File: config.mk
export PLATFORM = sky130hd
export DESIGN_NAME = pspin_cmd_id_alloc
export DESIGN_NICKNAME = d
export VERILOG_FILES = /design/src/rtl/pspin_cmd_id_alloc.sv
export SDC_FILE = /design/constraint.sdc
export NUM_CORES = 1
export LEC_CHECK = 0
export CAP_MARGIN = 40
export CORE_MARGIN = 2
export CORE_UTILIZATION = 32
export DETAILED_ROUTE_END_ITERATION = 10
export DONT_BUFFER_PORTS = 1
export PLACE_DENSITY = 0.46
export SETUP_SLACK_MARGIN = 0.15
export SLEW_MARGIN = 20
export SYNTH_ARGS = -nofsm -noshare
export SYNTH_HDL_FRONTEND = slang
export SYNTH_SLANG_ARGS = --single-unit
File: constraint.sdc
create_clock -name clk_i -period 1.7 [get_ports clk_i]
set_input_delay 0.255 -clock clk_i [delete_from_list [all_inputs] [get_ports clk_i]]
set_output_delay 0.255 -clock clk_i [all_outputs]
set_load 0.05 [all_outputs]
File: src/rtl/pspin_cmd_id_alloc.sv
// pspin_cmd_id_alloc: per-core command ID allocator with busy bitmaps and response-driven release
module pspin_cmd_id_alloc #(
    parameter int NUM_CLUSTERS = 4,
    parameter int NUM_CORES    = 8,
    parameter int NUM_HPU_CMDS = 4,
    parameter int RR_POLICY    = 0,
    parameter int CNT_W        = $clog2(NUM_HPU_CMDS + 1),
    localparam int CW          = (NUM_CLUSTERS > 1) ? $clog2(NUM_CLUSTERS) : 1,
    localparam int KW          = (NUM_CORES > 1) ? $clog2(NUM_CORES) : 1,
    localparam int LW          = $clog2(NUM_HPU_CMDS),
    localparam int IDW         = CW + KW + LW
) (
    input  logic                             clk_i,
    input  logic                             rst_ni,
    input  logic [CW-1:0]                    cluster_id_i,
    input  logic [NUM_CORES-1:0]             alloc_valid_i,
    output logic [NUM_CORES-1:0]             alloc_ready_o,
    output logic [NUM_CORES-1:0][IDW-1:0]    alloc_id_o,
    input  logic                             resp_valid_i,
    input  logic [IDW-1:0]                   resp_id_i,
    output logic [NUM_CORES-1:0][CNT_W-1:0]  inflight_o,
    output logic [NUM_CORES-1:0]             idle_o,
    output logic                             err_o
);
    logic [NUM_CORES-1:0][NUM_HPU_CMDS-1:0] busy_q, busy_d;
    logic [NUM_CORES-1:0][LW-1:0]           ptr_q, ptr_d, slot;
    logic                                   err_q, err_d;
    logic [CW-1:0]                          resp_cl;
    logic [KW-1:0]                          resp_core;
    logic [LW-1:0]                          resp_slot;
    logic                                   resp_ok;

    assign {resp_cl, resp_core, resp_slot} = resp_id_i;
    assign resp_ok = resp_valid_i && (resp_cl == cluster_id_i)
                     && ({1'b0, resp_core} < (KW+1)'(NUM_CORES))
                     && busy_q[resp_core][resp_slot];
    assign err_o = err_q;

    // Offer the first free slot at or after the pointer (pointer stays 0 in lowest-index mode)
    always_comb begin
        for (int c = 0; c < NUM_CORES; c++) begin
            slot[c] = '0;
            for (int i = NUM_HPU_CMDS - 1; i >= 0; i--)
                if (!busy_q[c][ptr_q[c] + LW'(i)]) slot[c] = ptr_q[c] + LW'(i);
            alloc_ready_o[c] = ~&busy_q[c];
            alloc_id_o[c]    = {cluster_id_i, KW'(c), slot[c]};
        end
    end

    // Occupancy and idle status straight from the registered bitmaps
    always_comb begin
        for (int c = 0; c < NUM_CORES; c++) begin
            inflight_o[c] = '0;
            for (int i = 0; i < NUM_HPU_CMDS; i++)
                inflight_o[c] = inflight_o[c] + CNT_W'(busy_q[c][i]);
            idle_o[c] = ~|busy_q[c];
        end
    end

    // Next state: set accepted slots, clear the released slot, flag illegal responses
    always_comb begin
        busy_d = busy_q;
        ptr_d  = ptr_q;
        for (int c = 0; c < NUM_CORES; c++) begin
            if (alloc_valid_i[c] && alloc_ready_o[c]) begin
                busy_d[c][slot[c]] = 1'b1;
                ptr_d[c]           = (RR_POLICY != 0) ? LW'(slot[c] + 1'b1) : '0;
            end
        end
        if (resp_ok) busy_d[resp_core][resp_slot] = 1'b0;
        err_d = resp_valid_i && !resp_ok;
    end

    // State registers with asynchronous clear
    always_ff @(posedge clk_i or negedge rst_ni) begin
        if (!rst_ni) begin
            busy_q <= '0;
            ptr_q  <= '0;
            err_q  <= 1'b0;
        end else begin
            busy_q <= busy_d;
            ptr_q  <= ptr_d;
            err_q  <= err_d;
        end
    end
endmodule

After elaboration in Yosys (flattened, before gate mapping)
Index checks and enable logic that the tools add are counted.
Widths: inputs -> output; s select.
{"block": "totals", "register_bits": 33, "latch_bits": 0, "ramBits": 0, "mem_bits_ro": 0, "output_inout_bits": 97, "word_cells": 183, "memories": 0}
{"block": "classes", "addsub": 24, "n_mul": 0, "div_mod_pow": 0, "n_lt_le_gt_ge": 20, "n_eq_ne": 1, "shifts": 0, "muxes": 65, "bitwise_logic": 10, "reduce_logical": 54}
{"op": "$mux 2", "count": 32}
{"op": "$mux 4", "count": 10}
{"op": "$and 32x32->32", "count": 1}
{"op": "$mux 32", "count": 1}
{"op": "$not 32->32", "count": 1}
{"op": "$or 4x4->4", "count": 8}
{"op": "$reduce_and 4->1", "count": 8}
{"op": "$reduce_or 4->1", "count": 8}
{"op": "$lt 2x3->1 const B", "count": 9}
{"op": "$add 2x1->3", "count": 8}
{"op": "$add 3x1->3", "count": 8}
{"op": "$logic_and 1x1->1", "count": 21}
{"op": "$demux 1 s2", "count": 9}
{"op": "$ge 2x1->1 const B", "count": 9}
{"op": "$logic_not 1->1", "count": 17}
{"op": "$add 1x1->2", "count": 8}
{"op": "$bmux 4 s3", "count": 1}
{"op": "$demux 4 s3", "count": 1}
{"op": "$mux 1", "count": 10}
{"op": "$lt 3x4->1 const B", "count": 1}
{"op": "$ge 3x1->1 const B", "count": 1}
{"op": "$bmux 1 s2", "count": 1}
{"op": "$eq 2x2->1", "count": 1}

Longest topological paths before layout
Gate-level depths: netlist of the first run.
{"block": "logic_depth", "ltp_word": 12, "mapped_depth": 6}

Least setup slack after synthesis of the first run
Ideal clock, no wire load.
{"block": "synth_path", "path_type": "register -> output", "startpoint": "register busy_q[20] (netlist name)", "endpoint": "output idle_o[5]", "t_arrival_ns": 1.864, "required_ns": 1.445, "slack_ns": -0.419, "stages_incl_launch_ff": 4, "n_path_buf": 0, "path_cell_list": "dfrtp_1 > inv_1 > ha_1 > nor3b_1"}
{"block": "synth_between", "elab_chain_cells": 2}
{"element": "start: declaration", "line_no": "25", "source": "logic [NUM_CORES-1:0][NUM_HPU_CMDS-1:0] busy_q, busy_d;"}
{"element": "start signal: assignment", "line_no": "81", "source": "busy_q <= busy_d;"}
{"element": "$reduce_or 4->1", "line_no": "56", "source": "idle_o[c] = ~|busy_q[c];"}
{"element": "$logic_not 1->1", "line_no": "56"}
{"element": "end: declaration", "line_no": "22", "source": "output logic [NUM_CORES-1:0] idle_o,"}
No other way between the ends.

==> impl_results.md, run 1 <==
* Width of the die at 104 µm
* CTS Buffer Depth at 2
* Critical Path Fanout Max at 2
* Routed wire length at approximately 9900 µm
* Setup violations, final at 60
* Worst slew margin relative to its limit at 34.4%
* Post-synthesis adder-cell area fraction at 20.5%
* Area growth from synthesis to layout at 75.5%
* Ranking of synthesized cells by area: dfrtp_1 (26%), ha_1 (16%), buf_4 (9.6%)
* Placeable core area at 0.00977 mm²
* Number of cell rows at 36
* Overall power at 5620 µW
* Final Critical Period at 2070 ps
* Critical Setup Path Class: reg -> out
* Static Leak at about 0.0026 µW
* Critical Path Start Type: flip-flop
* Maximum capacitance violations at 0
* Yosys synthesis warning count at 0
* Multiplexer fraction of the synthesized cell area at 5.86%
* Height of the die at 104 µm
* Final-report max-slew violation count at 0
* Via count of the first global-routing pass at 2958
* Violations in the final reports: setup timing
* Main combinational cell family by area after synthesis: compound AO/OA/AOI/OAI gates
* Clock latency on the worst-skew pair at 290 ps
* Share of the synthesized netlist area taken by xor and xnor gates at 0.544%
* Most frequent cells after synthesis: inv_1 (43), a31oi_1 (42), buf_4 (41)
* Via count normalized by instance count at between 5 and 6
* Slowest-stage cell, CP: fa_1
* Final #Nets at 535
* Unrepaired setup endpoints after global routing: true
* Synth Area in Compound Gates at between 20% and 30%
* Fillcell total at 841
* Number of flops mapped to enable cells by yosys at 0
* Post-Place Setup Slack at -47.5 ps
* Post-detailed-route count of antenna-violating nets at 0
* Avg WL per Cell at 16.5 µm
* DP HPWL at 6280 µm
* Count of buffer and inverter cells on the critical path at 2
* Global-route wire length before repair at 15000 µm
* Share of layout cells above drive strength 1 at 63.8%
* Io pins at 117
* FFs w/ async S/R, synth at 100%
* Number of detailed-routing iterations run before antenna repair at 4
* Stage delay of the slowest cell on the critical path at 550 ps
* Placer's final routability congestion estimate at 0.768
* Syn_area_per_cell at 9.62 µm²
* # clock sinks at 33
* Highest clock frequency the design can meet at ~480 MHz
* Final Cell Area at 0.00565 mm²
* Number of storage elements in the synthesis netlist at 33
* CTS root buffer: clkbuf_8
* PwrDens at 993 mW/mm²
* Post-synthesis share of cell area spent on and, or, nand and nor gates at 9.05%
* Via count at 3033
* Cell total after placement at 535
* Netlist area before placement at 0.00322 mm²
* Clock slew at reported path FFs at 70 ps
* Register area share after synthesis at 25.6%
* Total routing resource utilization after global routing at between 10% and 20%
* Hold Vio Cnt, Final at 0
* Cell taking the most area after synthesis: dfrtp_1
* CTS Buf Count at 5
* Maximum level of the CTS H-tree at 2
* Status: finished, violations left
* Port bufs at 0
* Top cell type's share of synthesized area at 25.6%
* Placed instance area at 0.00417 mm²
* Critical Path, Cell by Cell: inv_2 > fa_1 > inv_2 > ha_4 > ha_4
* Area enclosed by the die boundary at 0.0109 mm²
* Final cell count without fillers at 600
* Antenna Cells at 0
* Instance count of the mapped netlist at 335
* Family of cells with the greatest summed delay on the critical path: adder cells
* Setup slack of the most critical reg-to-reg path at -180 ps
* Final worst-path setup slack at -374 ps
* Count of routing violations after the opening detailed-route iteration at 104
* Most repeated cell in the gate-level netlist after synthesis: inv_1
* Maximum VDD drop at between 0.8 and 0.9 mV
* Actual slew at the worst max-slew pin at 982 ps
* Type of element capturing the critical path: output pin
* Most instantiated flip-flop cell in the synthesis netlist: dfrtp_1
* Remaining global-route overflow at 0
* Maximum number of pins on one net before global-route repair at 34
* DRC violations left at 0
* Final critical-path share of the clock period at 122%
* CTS tree: done
* Antenna violations before repair at 0
* Starting Density at approximately 33%
* Fin Clk Skew at between 7 and 8 ps
* CP arrival at roughly 1800 ps
* Netlist cell types at 40
* Required time of the critical path at ~1400 ps
* Class of the most critical hold timing path: in -> reg
layer usage:
metal	track usage [%]	up-vias	share of wire (%)	routed length (µm)
met5	0	-	0	0
li1	-	1413	-	-
met2	30.1	105	53	5240
met1	21.0	1496	40	3950
met4	4.54	0	2.0	195
met3	2.94	19	5.4	534
path summary, 6_finish.rpt:
check / cells after the start / endpoint / start
worst min register to register: 3 / busy_q[28]$_DFF_PN0_ / busy_q[28]$_DFF_PN0_
min in group asynchronous: 2 / busy_q[17]$_DFF_PN0_ / rst_ni
max in group asynchronous: 2 / busy_q[2]$_DFF_PN0_ / rst_ni
worst max register to register: 8 / busy_q[6]$_DFF_PN0_ / busy_q[31]$_DFF_PN0_
worst min-delay path: 2 / busy_q[16]$_DFF_PN0_ / alloc_valid_i[4]
worst max-delay path: 5 / inflight_o[1] / busy_q[0]$_DFF_PN0_
through the flow:
stage / setup TNS [ps] / utilization [%] / hold slack (ps)
floorplan: -834 / - / -40.6
global placement: -221 / 42.7 / -39.5
detailed placement: -295 / 42.7 / -39.4
CTS: -6260 / 50.7 / 143
global route: -15040 / 57.8 / 152
finish: -11530 / 57.8 / 144
cell type report:
cell class,count,area [µm²],area share [%]
Multi-Input combinational cell,234,2850,50.4
Timing Repair Buffer,150,1550,27.4
Sequential cell,33,843,14.9
Tap cell,133,166,2.94
Inverter,43,161,2.85
Clock buffer,7,86.3,1.53
state kept, by name (all words and copies together), names as in the netlist:
signal and count:
err_o 1, busy_q 32
cells by family after synthesis:
family,Yosys count
AO/OA/AOI/OAI,97
XOR/XNOR,2
adder cells (fa/ha/maj),48
buffers and inverters,91
flip-flops,33
multiplexers,12
other,2
AND/OR/NAND/NOR,50
where the power goes:
| group | total, µW | switching (µW) | internal, µW |
|---|---|---|---|
| clock | 609 | 288 | 321 |
| combinational | 4090 | 2330 | 1760 |
| sequential | 921 | 63.5 | 857 |
worst reg2reg max path, delay by kind of cell (launching register included):
family / cells / cell delay (ps)
flops: 1 / 380
buf+inv: 4 / 520
mux: 1 / 70
compound gates: 3 / 780
layout by cell type (no fill, tap or decap), drive strengths merged, types with 6 or more instances in the layout:
| cell | n |
|---|---|
| clkbuf | 7 |
| inv | 43 |
| conb | 24 |
| a31o | 8 |
| buf | 149 |
| nor2 | 13 |
| mux2i | 6 |
| a41oi | 8 |
| fa | 8 |
| a211oi | 8 |
| a21oi | 24 |
| a31oi | 42 |
| ha | 40 |
| nor3b | 12 |
| dfrtp | 33 |
| nand3 | 9 |
repair_timing:
| action | 4_1_cts | 5_1_grt |
|---|---|---|
| gates resized for setup | 108 | 85 |
| endpoints found under the setup margin | 81 | 85 |
| buffers inserted | 27 | 26 |
| pin swaps | 36 | 47 |
| gates cloned | 1 | 2 |
| hold buffers | 2 | 0 |
| endpoints found under the hold margin | 33 | 0 |
No activity file was read; power rests on OpenSTA's default activity.
==> inputs of run 2 (changes only) <==
CORE_UTILIZATION = 59   (was 32)
PLACE_DENSITY = 0.77   (was 0.46)
==> impl_results.md, run 2 <==
* Maximum number of pins on one net before global-route repair at 34
* Width of the die at 77.9 µm (was 104 µm)
* Most repeated cell in the gate-level netlist after synthesis: inv_1 (unchanged)
* Instance count of the mapped netlist at 335 (unchanged)
* Cell taking the most area after synthesis: dfrtp_1 (unchanged)
* Number of storage elements in the synthesis netlist at 33 (unchanged)
* Ranking of synthesized cells by area: dfrtp_1 (26%), ha_1 (16%), buf_4 (9.6%) (unchanged)
* Io pins at 117 (unchanged)
* Number of flops mapped to enable cells by yosys at 0 (unchanged)
* DP HPWL at 5850 µm (was 6280 µm)
* Maximum level of the CTS H-tree at 2 (unchanged)
* Height of the die at 77.9 µm (was 104 µm)
* Most instantiated flip-flop cell in the synthesis netlist: dfrtp_1 (unchanged)
* Status: aborted with a tool error (was finished, violations left)
* Placer's final routability congestion estimate at 0.845 (was 0.768)
* Netlist area before placement at 0.00322 mm² (unchanged)
* Cell total after placement at 467 (was 535)
* Netlist cell types at 40 (unchanged)
* # clock sinks at 33 (unchanged)
* CTS Buf Count at 5 (unchanged)
* Syn_area_per_cell at 9.62 µm² (unchanged)
* Yosys synthesis warning count at 0 (unchanged)
* Port bufs at 0 (unchanged)
* Most frequent cells after synthesis: inv_1 (43), a31oi_1 (42), buf_4 (41) (unchanged)
* Type of the worst endpoint after the last repair: top-level output
* Number of cell rows at 26 (was 36)
* Register area share after synthesis at 25.6% (unchanged)
* CTS Buffer Depth at 2 (unchanged)
* Top cell type's share of synthesized area at 25.6% (unchanged)
* FFs w/ async S/R, synth at 100% (unchanged)
* CTS root buffer: clkbuf_8 (unchanged)
* Last stage the flow got to: global routing
* Worst setup endpoint GRT: inflight_o[1]
* First reported error: [ERROR DPL-0038] Utilization greater than 100%, impossible to legalize
* Starting Density at 62.3% (was 33.0%)
==> run 2: per-stage QoR <==
step | hold slack, ps | area (µm²) | TNS [ps] | util, % | setup slack, ps
after CTS | 151 | 4860 | -6930 | 93.9 | -368
after detailed placement | -39.2 | 4050 | -403 | 78.4 | -97.9
after global placement | -39.2 | 4050 | -190 | 78.4 | -27.1
after floorplan | -40.6 | 3680 | -834 | - | -109
==> run 2: cell families after synthesis <==
family,after synthesis,share of synthesized area [%]
other,2,0.233
flip-flops,33,25.6
multiplexers,12,5.86
XOR/XNOR,2,0.544
adder cells (fa/ha/maj),48,20.5
AO/OA/AOI/OAI,97,21.5
buffers and inverters,91,16.7
AND/OR/NAND/NOR,50,9.05
==> run 2: what timing repair did <==
action,in CTS
endpoints found under the hold margin,33
gates cloned,3
pin swaps,44
endpoints found under the setup margin,79
hold buffers,2
setup buffers,32
gates resized for setup,102
==> inputs of run 3 (changes only) <==
CORE_UTILIZATION = 40   (was 59)
PLACE_DENSITY = not set   (was 0.77)
PLACE_DENSITY_LB_ADDON = 0.15   (was not set)
SETUP_SLACK_MARGIN = not set   (was 0.15)
clock period = 2.21 ns   (was 1.7 ns; I/O delays follow)
==> impl_results.md, run 3 (synthesized netlist as in run 1, its figures left out) <==
* Status: finished clean (was aborted with a tool error)
* Critical Path Start Type: flip-flop
* Final critical-path share of the clock period at 99.7%
* Avg WL per Cell at roughly 15 µm
* Most used cells in the layout excluding fill and tap cells: buf_4 (101), a31oi_1 (42), dfrtp_1 (33)
* Worst slew margin relative to its limit at 64.3%
* Type of element capturing the critical path: output pin
* Clock slew at reported path FFs at 70 ps
* DP HPWL at 5910 µm (was 5850 µm)
* Critical Path Fanout Max at 2
* Max reg flops at 32
* Placed instance area at 0.00396 mm² (was 0.00405 mm²)
* Placeable core area at 0.00777 mm²
* CP arrival at ~1900 ps
* Width of the die at 93.7 µm (was 77.9 µm)
* Final #Nets at around 500
* Port bufs at 0 (unchanged)
* Share of layout cells above drive strength 1 at 45.3%
* PwrDens at 863 mW/mm²
* Final Critical Period at about 2200 ps
* Antenna violations before repair at 0
* Via count at 2805
* Via count normalized by instance count at around 5.3
* DRC violations left at 0
* Post-Place Setup Slack at 126 ps (was -97.9 ps)
* Accumulated negative setup slack at 0 ps
* Setup violations, final at 0
* Static Leak at 0.00206 µW
* Maximum capacitance violations at 0
* Count of routing violations after the opening detailed-route iteration at 54
* Critical Setup Path Class: reg -> out
* Most common library cell in the layout ignoring fill and taps: buf_4
* Actual slew at the worst max-slew pin at 535 ps
* Required time of the critical path at 1880 ps
* Maximum VDD drop at 0.449 mV
* Highest clock frequency the design can meet at 454 MHz
* Fillcell total at 727
* Io pins at 117 (unchanged)
* Via count of the first global-routing pass at approximately 2800
* Register with the most flip-flops: busy_q
* Global-route wire length before repair at 13000 µm
* Class of the most critical hold timing path: in -> reg
* Maximum level of the CTS H-tree at 2 (unchanged)
* Final worst-path setup slack at ~6.6 ps
* Total routing resource utilization after global routing at 18.6%
* Maximum number of pins on one net before global-route repair at 34
* Antenna Cells at 0
* Starting Density at 41.5% (was 62.3%)
* Final-report max-slew violation count at 0
* CTS root buffer: clkbuf_8 (unchanged)
* Final Cell Area at 0.00434 mm²
* CTS tree: done
* Routed wire length at a little over 8000 µm
* Multi-input combinational cell area at approximately 0.0022 mm²
* Overall power at ~3700 µW
* Clock latency on the worst-skew pair at 290 ps
* Hold Vio Cnt, Final at 0
* Area growth from synthesis to layout at 34.6%
* Number of detailed-routing iterations run before antenna repair at 4
* Number of cell rows at 32 (was 26)
* Final cell utilization of the core at a little under three fifths
* Sequential cell area at 826 µm²
* Fin Clk Skew at 4.07 ps
* Placer's final routability congestion estimate at 0.821 (was 0.845)
* CTS Buffer Depth at 2 (unchanged)
* # clock sinks at 33 (unchanged)
* Area enclosed by the die boundary at 0.00879 mm²
* Remaining global-route overflow at 0
* CTS Buf Count at 5 (unchanged)
* Post-detailed-route count of antenna-violating nets at 0
* Unrepaired setup endpoints after global routing: true
* Height of the die at 93.7 µm (was 77.9 µm)
-- run 3: power by group --
group          switching (µW)  internal [µW]  total [µW]
logic                    1630            970        2600
clock network             228            218         446
registers                42.7            659         701
-- run 3: through the flow --
step,cells,hold WS (ps)
after floorplan,357,35.9
after global placement,508,37.4
after detailed placement,508,37.3
after CTS,526,226
after global routing,530,226
final,530,229
-- run 3: layer usage --
layer / vias to the layer above / global-route usage, % / part of all wire [%] / routed length (µm)
li1: 1330 / - / - / -
met1: 1374 / 21.8 / 42 / 3380
met2: 86 / 33.7 / 51 / 4110
met3: 15 / 3.61 / 5.7 / 460
met4: 0 / 6.28 / 1.9 / 156
met5: - / 0 / 0 / 0
-- run 3: path summary, 6_finish.rpt --
check	slack, ps	end	from	cells past startpoint
max in group asynchronous	1540	busy_q[26]$_DFF_PN0_	rst_ni	2
setup reg to reg	380	busy_q[29]$_DFF_PN0_	busy_q[2]$_DFF_PN0_	4
hold / removal	230	busy_q[1]$_DFF_PN0_	alloc_valid_i[0]	2
setup / recovery	7	inflight_o[22]	busy_q[28]$_DFF_PN0_	6
hold reg to reg	710	busy_q[3]$_DFF_PN0_	busy_q[3]$_DFF_PN0_	3
min in group asynchronous	500	busy_q[3]$_DFF_PN0_	rst_ni	2
-- run 3: critical path, stage by stage, from the launching register on --
cell and delay, ps:
dfrtp_1 370, inv_2 60, fa_1 540, inv_1 40, ha_2 170, ha_4 270, buf_12 120
-- run 3: area by class of cell --
type | count | share of cell area, %
clock inverters | 2 | 0.231
flip-flops and latches | 33 | 19.0
multi-input cells | 233 | 50.5
inverters | 43 | 3.72
clock buffers | 6 | 1.67
repair buffers | 111 | 21.9
well taps | 102 | 2.94
-- run 3: what timing repair did --
item / in CTS / in global routing
pin swaps: 2 / 10
gates resized for setup: 25 / 19
hold endpoints to repair: 33 / 0
hold buffers: 2 / 0
setup endpoints to repair: 10 / 8
setup buffers: 8 / 4
